**src/rtl/image_aes_pkg.sv**
```systemverilog
// Shared constants and types for the image encrypter/decrypter pair.
package image_aes_pkg;

    // XOR key shared by both sides of the link
    localparam logic [7:0] KEY_DEFAULT = 8'hB3;

    // Frame geometry and addressing
    localparam int unsigned IMG_W      = 175;
    localparam int unsigned IMG_H      = 175;
    localparam int unsigned NUM_PIXELS = IMG_W * IMG_H;
    localparam int unsigned ADDR_W     = 15;

    // Frame transfer state encoding
    localparam int unsigned STATE_W = 2;

    typedef enum logic [STATE_W-1:0] {
        ST_IDLE  = 2'd0,
        ST_RUN   = 2'd1,
        ST_DRAIN = 2'd2,
        ST_DONE  = 2'd3
    } xfer_state_e;

    // Byte cipher; XOR is its own inverse so both directions use this
    function automatic logic [7:0] xor_key(input logic [7:0] data, input logic [7:0] key);
        return data ^ key;
    endfunction

endpackage

```
**src/rtl/xor_cipher_stage.sv**
```systemverilog
// Registered single-stage XOR cipher with valid/address pass-through.
module xor_cipher_stage #(
    parameter logic [7:0]  KEY    = image_aes_pkg::KEY_DEFAULT,
    parameter int unsigned ADDR_W = image_aes_pkg::ADDR_W
) (
    input  logic              clk,
    input  logic              rst_n,
    input  logic              flush,
    input  logic              in_valid,
    input  logic [ADDR_W-1:0] in_addr,
    input  logic [7:0]        in_data,
    output logic              out_valid,
    output logic [ADDR_W-1:0] out_addr,
    output logic [7:0]        out_data
);
    import image_aes_pkg::*;

    logic accept_c;

    assign accept_c = in_valid & ~flush;

    // Transform one byte per cycle; address/data hold while idle
    always_ff @(posedge clk or negedge rst_n) begin
        if (!rst_n) begin
            out_valid <= 1'b0;
            out_addr  <= '0;
            out_data  <= '0;
        end else begin
            out_valid <= accept_c;
            if (accept_c) begin
                out_addr <= in_addr;
                out_data <= xor_key(in_data, KEY);
            end
        end
    end

endmodule

```
**src/rtl/image_encrypter.sv**
```systemverilog
// Streams a plaintext frame from the source RAM, XORs it with the key and
// writes the ciphertext to the destination RAM, with start/busy/done control.
module image_encrypter #(
    parameter logic [7:0]  KEY        = image_aes_pkg::KEY_DEFAULT,
    parameter int unsigned NUM_PIXELS = image_aes_pkg::NUM_PIXELS,
    parameter int unsigned ADDR_W     = image_aes_pkg::ADDR_W
) (
    input  logic              clk,
    input  logic              rst_n,
    input  logic              start,
    input  logic              abort,
    output logic [ADDR_W-1:0] rd_addr,
    output logic              rd_en,
    input  logic [7:0]        plain_data,
    output logic [ADDR_W-1:0] wr_addr,
    output logic [7:0]        wr_data,
    output logic              wr_en,
    output logic              busy,
    output logic              done,
    output logic [7:0]        checksum
);
    import image_aes_pkg::*;

    localparam logic [ADDR_W-1:0] LAST_ADDR = ADDR_W'(NUM_PIXELS - 1);

    xfer_state_e       state, state_nxt;
    logic              rd_en_nxt;
    logic [ADDR_W-1:0] rd_addr_nxt;
    logic              busy_nxt;
    logic              done_nxt;
    logic              chk_clr;

    // Read-to-write shadow: marks which issued address the RAM is returning
    logic              pipe_valid;
    logic [ADDR_W-1:0] pipe_addr;

    // Next-state and registered-output decode; abort overrides everything
    always_comb begin
        state_nxt   = state;
        rd_en_nxt   = rd_en;
        rd_addr_nxt = rd_addr;
        busy_nxt    = busy;
        done_nxt    = done;
        chk_clr     = 1'b0;

        if (abort) begin
            state_nxt = ST_IDLE;
            rd_en_nxt = 1'b0;
            busy_nxt  = 1'b0;
            done_nxt  = 1'b0;
        end else begin
            case (state)
                ST_IDLE, ST_DONE: begin
                    if (start) begin
                        state_nxt   = ST_RUN;
                        rd_addr_nxt = '0;
                        rd_en_nxt   = 1'b1;
                        busy_nxt    = 1'b1;
                        done_nxt    = 1'b0;
                        chk_clr     = 1'b1;
                    end
                end
                ST_RUN: begin
                    if (rd_en) begin
                        if (rd_addr == LAST_ADDR) begin
                            rd_en_nxt = 1'b0;
                            state_nxt = ST_DRAIN;
                        end else begin
                            rd_addr_nxt = rd_addr + ADDR_W'(1);
                        end
                    end
                end
                ST_DRAIN: begin
                    if (wr_en && (wr_addr == LAST_ADDR)) begin
                        state_nxt = ST_DONE;
                        busy_nxt  = 1'b0;
                        done_nxt  = 1'b1;
                    end
                end
                default: begin
                    state_nxt = ST_IDLE;
                end
            endcase
        end
    end

    // State and control output registers
    always_ff @(posedge clk or negedge rst_n) begin
        if (!rst_n) begin
            state   <= ST_IDLE;
            rd_en   <= 1'b0;
            rd_addr <= '0;
            busy    <= 1'b0;
            done    <= 1'b0;
        end else begin
            state   <= state_nxt;
            rd_en   <= rd_en_nxt;
            rd_addr <= rd_addr_nxt;
            busy    <= busy_nxt;
            done    <= done_nxt;
        end
    end

    // Track the in-flight read across the RAM's one-cycle latency
    always_ff @(posedge clk or negedge rst_n) begin
        if (!rst_n) begin
            pipe_valid <= 1'b0;
            pipe_addr  <= '0;
        end else begin
            pipe_valid <= rd_en & ~abort;
            if (rd_en) begin
                pipe_addr <= rd_addr;
            end
        end
    end

    // Running XOR of plaintext bytes that actually reach the write port
    always_ff @(posedge clk or negedge rst_n) begin
        if (!rst_n) begin
            checksum <= '0;
        end else if (chk_clr) begin
            checksum <= '0;
        end else if (pipe_valid && !abort) begin
            checksum <= checksum ^ plain_data;
        end
    end

    xor_cipher_stage #(
        .KEY    (KEY),
        .ADDR_W (ADDR_W)
    ) u_cipher (
        .clk       (clk),
        .rst_n     (rst_n),
        .flush     (abort),
        .in_valid  (pipe_valid),
        .in_addr   (pipe_addr),
        .in_data   (plain_data),
        .out_valid (wr_en),
        .out_addr  (wr_addr),
        .out_data  (wr_data)
    );

endmodule
```
**config.mk**
```make
export PLATFORM = sky130hd
export DESIGN_NAME = image_encrypter
export DESIGN_NICKNAME = d
export VERILOG_FILES = /design/src/rtl/image_aes_pkg.sv /design/src/rtl/xor_cipher_stage.sv /design/src/rtl/image_encrypter.sv
export SDC_FILE = /design/constraint.sdc
export NUM_CORES = 1
export LEC_CHECK = 0
export CORE_MARGIN = 4
export CORE_UTILIZATION = 45
export CTS_BUF_LIST = sky130_fd_sc_hd__clkbuf_4 sky130_fd_sc_hd__clkbuf_8
export DETAILED_ROUTE_END_ITERATION = 12
export PLACE_DENSITY = 0.76
export SETUP_SLACK_MARGIN = 0.4
export SLEW_MARGIN = 40
export SYNTH_ARGS = -nofsm -noshare
export SYNTH_HDL_FRONTEND = slang
export SYNTH_SLANG_ARGS = --single-unit
```
**constraint.sdc**
```tcl
create_clock -name clk -period 4.26 [get_ports clk]
set_clock_uncertainty 0.2 [all_clocks]
set_input_delay 1.278 -clock clk [delete_from_list [all_inputs] [get_ports clk]]
set_output_delay 1.278 -clock clk [all_outputs]
set_load 0.02 [all_outputs]
```
==> results.txt, run 1 <==
GRT busiest layer: met2
Most common cell after layout, fill and taps aside: nand2_1
Synth Cell Area: 3060 um^2
Setup crit start kind: primary input
Clock H-tree levels: 3
Final hold violations: 0
Maximum vdd drop: 0.000201 V
Drt via density: 5.50
First-pass GRT wire length: 12500 um
Hold-fix buffers, CTS: 0
Power Dens Cells: 573 nW/um^2
Largest delay share family, worst path: simple AND/OR/NAND/NOR gates
WP data required: 4.33 ns
Buf/Inv on CP: 1
Max Clk Rate: 314 MHz
N_diodes: 0
Final setup margin: 1.07 ns
CP peak stage delay: 0.58 ns
TritonRoute pass-1 iters: 4
Critical path class: in -> reg
Number of top-level pins: 62
Most used DFF post-synth: dfrtp_1
Status: finished, final reports clean
Hold Crit Class: reg -> reg
Initial antenna violation count: 0
Clk pin slew, worst setup/hold paths: 0.08 ns
Nets@finish: 382
Place WS: 0.737 ns
Row cnt: 29
Placed instance count: 431
Met2 GRT Util: 0.288
Compound-Gate Fraction of Synth Area: 0.105
Setup TNS: 0 ns
Slowest cell on the critical path: or3_1
Synthesized net count: 318
Core footprint: 6490 um^2
Die Y: 90.5 um
CTS tree: yes
Setup violators final: 0
Simple-Gate Fraction of Synth Area: 0.202
Largest net degree at the start of global routing: 34
Post-CTS Setup Repair Bufs: 0
Vias in the first global route: 2477
Cells along the critical path: clkdlybuf4s50_1 -> nor2b_1 -> or3_1 -> or4b_1 -> mux2i_1
Ys Warns: 0
Final HPWL DP: 5070 um
Final Cycle Share: 0.748
CTS sink cnt: 68
DRT antenna net count: 0
Commonest cells after routing, fill and taps aside: nand2_1 (71), dfrtp_1 (68), clkdlybuf4s50_1 (60)
Die width: 90.5 um
Area Growth Syn to Fin: 29.6%
Routed WL per cell: 16.0 um
Initial cell density of the core: 0.472
Syn Area/Cell: 10.2 um^2
RSZ-0062 raised after global routing: false
M3 GR Usage: 0.0425
Leak pwr: 1.83 nW
1st-iter DRT viols: 171
Worst Max-Slew Pin Slew: 0.726 ns
Final Non-Filler Cells: 447
GP Congestion: 0.788
Skew-Pair Late Insertion Delay: 0.34 ns
Hold_ws: 0.262 ns
Root Driver: clkbuf_8
Fillcell total: 558
Final Cell Area: 3970 um^2
Yosys reg bits: 68
Post-synth ARST share: 1.00
Number of synthesized flops with an enable pin: 0
Vias: 2460
Synth Area in Adders: 0.0204
Mux contribution to synthesized area: 0.0649
Largest family of logic cells by synthesized area: simple AND/OR/NAND/NOR gates
Sequential fraction of the synthesis area: 0.555
Placed cell areas: 3760 um^2
Critical Path AT: 3.25 ns
DIE AREA: 8190 um^2
Post-CTS resize count: 0
Deepest clock path buffer count: 2
Crit end category: flop
Post-Synth XOR/XNOR Area: 0.0229
# DRC: 0
Max cap viols: 0
Buffers on Ports: 61
Cell variety after synth: 42
Slew margin rel.: 0.512
M1 GR Usage: 0.264
CTS buffer count: 9
Final WL: 7150 um
Worst-path maximum fanout: 17
Final Max Slew Viols: 0
Minimum clock period: 3.19 ns
Mapped Cells: 301
Total track usage: 0.189
Share of cells above drive strength 1: 0.116
Grt ovf: 0
-- kinds of logic (layout without fill, tap and decap cells) --
kind of cell | after synthesis | count (layout)
simple gates | 130 | 130
flops | 68 | 68
compound gates | 49 | 49
buf+inv | 23 | 92
mux | 18 | 18
xor+xnor | 8 | 8
fa+ha+maj | 5 | 5
-- worst reg2reg max path, cell delays in order, from the launching register on --
cell,delay [ns]
dfrtp_1,0.40
inv_1,0.08
ha_1,0.44
mux2i_1,0.18
or3_1,0.55
or4b_1,0.57
mux2i_1,0.16
-- worst paths after layout --
path / endpoint / cells after the start / start / slack (ns)
min reg2reg: u_cipher.out_addr[1] / 2 / pipe_addr[1] / 0.26
max in group asynchronous: state[1] / 2 / rst_n / 2.35
min: u_cipher.out_addr[1] / 2 / pipe_addr[1] / 0.26
max reg2reg: rd_addr[9] / 6 / state[1] / 1.61
min in group asynchronous: u_cipher.out_valid / 1 / rst_n / 0.79
max: rd_addr[9] / 5 / start / 1.07
-- metrics by stage --
| step | total power [W] | utilization |
|---|---|---|
| final | 0.00228 | 0.611 |
| after global routing | 0.00242 | 0.611 |
| after CTS | 0.00230 | 0.611 |
| after detailed placement | 0.00172 | 0.578 |
| after global placement | 0.00169 | 0.578 |
| after floorplan | 0.00137 | - |
-- registers in the layout (all words and copies together) (netlist names) --
| register | flops |
|---|---|
| u_cipher.out_addr | 15 |
| u_cipher.out_valid | 1 |
| rd_en | 1 |
| pipe_addr | 15 |
| rd_addr | 15 |
| done | 1 |
| state | 2 |
| busy | 1 |
| checksum | 8 |
| pipe_valid | 1 |
| u_cipher.out_data | 8 |
-- cells in the mapped netlist (7+ instances only) --
cell type	instances	area, um^2
o31ai_1	9	67.6
o21ai_0	17	85.1
xor2_1	8	70.1
inv_1	8	30.0
clkbuf_1	8	30.0
a21oi_1	7	35.0
mux2_2	15	169
nor2_1	16	60.1
nand3_1	10	50.1
dfrtp_1	68	1700
nand2_1	71	267
-- where the power goes --
| part | switching [W] | total (W) | internal (W) |
|---|---|---|---|
| Combinational | 0.000475 | 0.000835 | 0.000360 |
| Clock | 0.000246 | 0.000574 | 0.000327 |
| Sequential | 0.0000939 | 0.000868 | 0.000774 |
-- metal layers --
metal / share of wire / routed length, um
met4: 0.0074 / 53
met1: 0.47 / 3330
met3: 0.066 / 469
met5: 0 / 0
met2: 0.46 / 3290
-- layout make-up --
type / count / area (um^2) / area share
clock inverters: 7 / 91.3 / 0.0230
flip-flops and latches: 68 / 1700 / 0.428
inverters: 9 / 33.8 / 0.00851
well taps: 77 / 96.3 / 0.0243
clock buffers: 9 / 124 / 0.0312
multi-input cells: 210 / 1270 / 0.321
repair buffers: 67 / 651 / 0.164
Power figures use the tool's default switching activity.
==> inputs of run 2 (changes only) <==
--- a/config.mk
+++ b/config.mk
@@ -9,7 +9,7 @@
 export CORE_UTILIZATION = 45
 export CTS_BUF_LIST = sky130_fd_sc_hd__clkbuf_4 sky130_fd_sc_hd__clkbuf_8
 export DETAILED_ROUTE_END_ITERATION = 12
-export PLACE_DENSITY = 0.76
+export PLACE_DENSITY = 0.79
 export SETUP_SLACK_MARGIN = 0.4
 export SLEW_MARGIN = 40
 export SYNTH_ARGS = -nofsm -noshare
==> constraint.sdc (replaced) <==
create_clock -name clk -period 2.9 [get_ports clk]
set_clock_uncertainty 0.2 [all_clocks]
set_input_delay 0.87 -clock clk [delete_from_list [all_inputs] [get_ports clk]]
set_output_delay 0.87 -clock clk [all_outputs]
set_load 0.02 [all_outputs]
==> run 2 against run 1 <==
  * Wire length rose by 4.4%
  * Design area grew 0.95%
  * Global-route usage barely moved
  * Non-clock buffer count grew 10
  * Setup slack lost 0.62 ns
  * Sequential share of layout area fell by 0.31 points
  * Flip-flop and latch count unchanged
  * Combinational power increased by 56%
  * Die area stayed put
  * Critical path depth decreased by 1
  * Via count up 2.3%
  * Largest cell class unchanged
  * Largest power group is now combinational logic
==> results.txt, run 2 (synthesis gave the netlist of run 1 again) <==
Worst Reg2Reg Path Length in Cells: 4
Worst-path maximum fanout: 10
Maximum vdd drop: 0.000284 V
Largest net degree at the start of global routing: 69
GP Congestion: 0.843
RSZ-0062 raised after global routing: false
Routed WL per cell: 16.4 um
Final WL: 7460 um
Share of cells above drive strength 1: 0.151
Hold-fix buffers, CTS: 0
Slowest cell on the critical path: or4b_4
Grt ovf: 0
DIE AREA: 8190 um^2
Clock H-tree levels: 3
Post-CTS Setup Repair Bufs: 0
N_diodes: 0
Core footprint: 6490 um^2
Setup TNS: 0 ns
Nets@finish: 392
Power Dens Cells: 816 nW/um^2
Vias in the first global route: 2474
Placed cell areas: 3840 um^2
Row cnt: 29
Die Y: 90.5 um
Critical Path AT: 2.51 ns
Die width: 90.5 um
Clk pin slew, worst setup/hold paths: 0.07 ns
TritonRoute pass-1 iters: 4
Number of top-level pins: 62
CP peak stage delay: 0.53 ns
Final Max Slew Viols: 0
Commonest cells after routing, fill and taps aside: nand2_1 (71), dfrtp_1 (65), clkdlybuf4s50_1 (45)
Critical path class: reg -> reg
Slew margin rel.: 0.584
Area Growth Syn to Fin: 30.8%
Deepest clock path buffer count: 2
Final HPWL DP: 5280 um
Initial antenna violation count: 0
First-pass GRT wire length: 12400 um
Buffers on Ports: 61
Hold Crit Class: reg -> reg
Largest delay share family, worst path: simple AND/OR/NAND/NOR gates
Final hold violations: 0
Setup crit start kind: flop
Critical Path Stages: 4
Buf/Inv on CP: 0
# DRC: 0
Max Clk Rate: 409 MHz
CTS sink cnt: 68
WP data required: 2.97 ns
Root Driver: clkbuf_8
Cells along the critical path: or4b_4 -> o41a_1 -> or4_1 -> a21oi_1
DRT antenna net count: 0
1st-iter DRT viols: 205
Final Cycle Share: 0.843
Registers with the most flip-flops: pipe_addr (15), rd_addr (15), u_cipher.out_addr (15)
Worst Max-Slew Pin Slew: 0.615 ns
Vias: 2516
Crit end category: flop
Placed instance count: 441
Initial cell density of the core: 0.472
Minimum clock period: 2.44 ns
Status: finished, final reports clean
Setup violators final: 0
Total power: 0.00327 W
Drt via density: 5.53
Hold path depth: 2
Final Cell Area: 4010 um^2
CTS buffer count: 9
Leak pwr: 1.94 nW
CTS tree: yes
Skew-Pair Late Insertion Delay: 0.34 ns
Post-CTS resize count: 15
Max cap viols: 0
Total track usage: 0.189
Final Non-Filler Cells: 455
Most common cell after layout, fill and taps aside: nand2_1
[run 2: tightest hold or removal path: stages, from the launching register on]
cell and delay, ns:
dfrtp_1 0.35, nand2_1 0.05, nand2_1 0.05
[run 2: where the power goes]
part / leakage (nW) / switching [W] / internal (W)
Sequential: 0.921 / 0.000140 / 0.00114
Clock: 0.0852 / 0.000348 / 0.000342
Combinational: 0.938 / 0.000720 / 0.000584
[run 2: area by class of cell]
class | instances | area (um^2)
timing repair buffer | 77 | 723
clock buffer | 12 | 153
sequential | 68 | 1710
fill | 537 | 2490
tap | 77 | 96.3
multi-input combinational | 210 | 1280
inverter | 9 | 33.8
clock inverter | 2 | 12.5
[run 2: worst paths after layout]
| check | start | end | slack (ns) |
|---|---|---|---|
| max in group asynchronous | rst_n | rd_addr[5] | 1.85 |
| min reg2reg | pipe_addr[0] | u_cipher.out_addr[0] | 0.28 |
| min in group asynchronous | rst_n | u_cipher.out_data[5] | 0.33 |
| max | rd_addr[3] | state[0] | 0.46 |
| min | pipe_addr[0] | u_cipher.out_addr[0] | 0.28 |
| max reg2reg | rd_addr[3] | state[0] | 0.46 |
[run 2: routing by layer]
| metal | wire (um) | vias up | track usage | part of all wire |
|---|---|---|---|---|
| li1 | - | 1199 | - | - |
| met1 | 3590 | 1222 | 0.261 | 0.48 |
| met2 | 3350 | 84 | 0.287 | 0.45 |
| met3 | 415 | 11 | 0.0400 | 0.056 |
| met4 | 116 | 0 | 0.0816 | 0.016 |
| met5 | 0 | - | 0 | 0 |
[run 2: stage by stage]
step | hold slack, ns | worst slack, ns | utilization
floorplan | 0.235 | 0.437 | -
global placement | 0.249 | 0.0975 | 0.592
detailed placement | 0.258 | 0.0796 | 0.592
CTS | 0.274 | 0.369 | 0.615
global route | 0.300 | 0.400 | 0.617
finish | 0.277 | 0.456 | 0.617
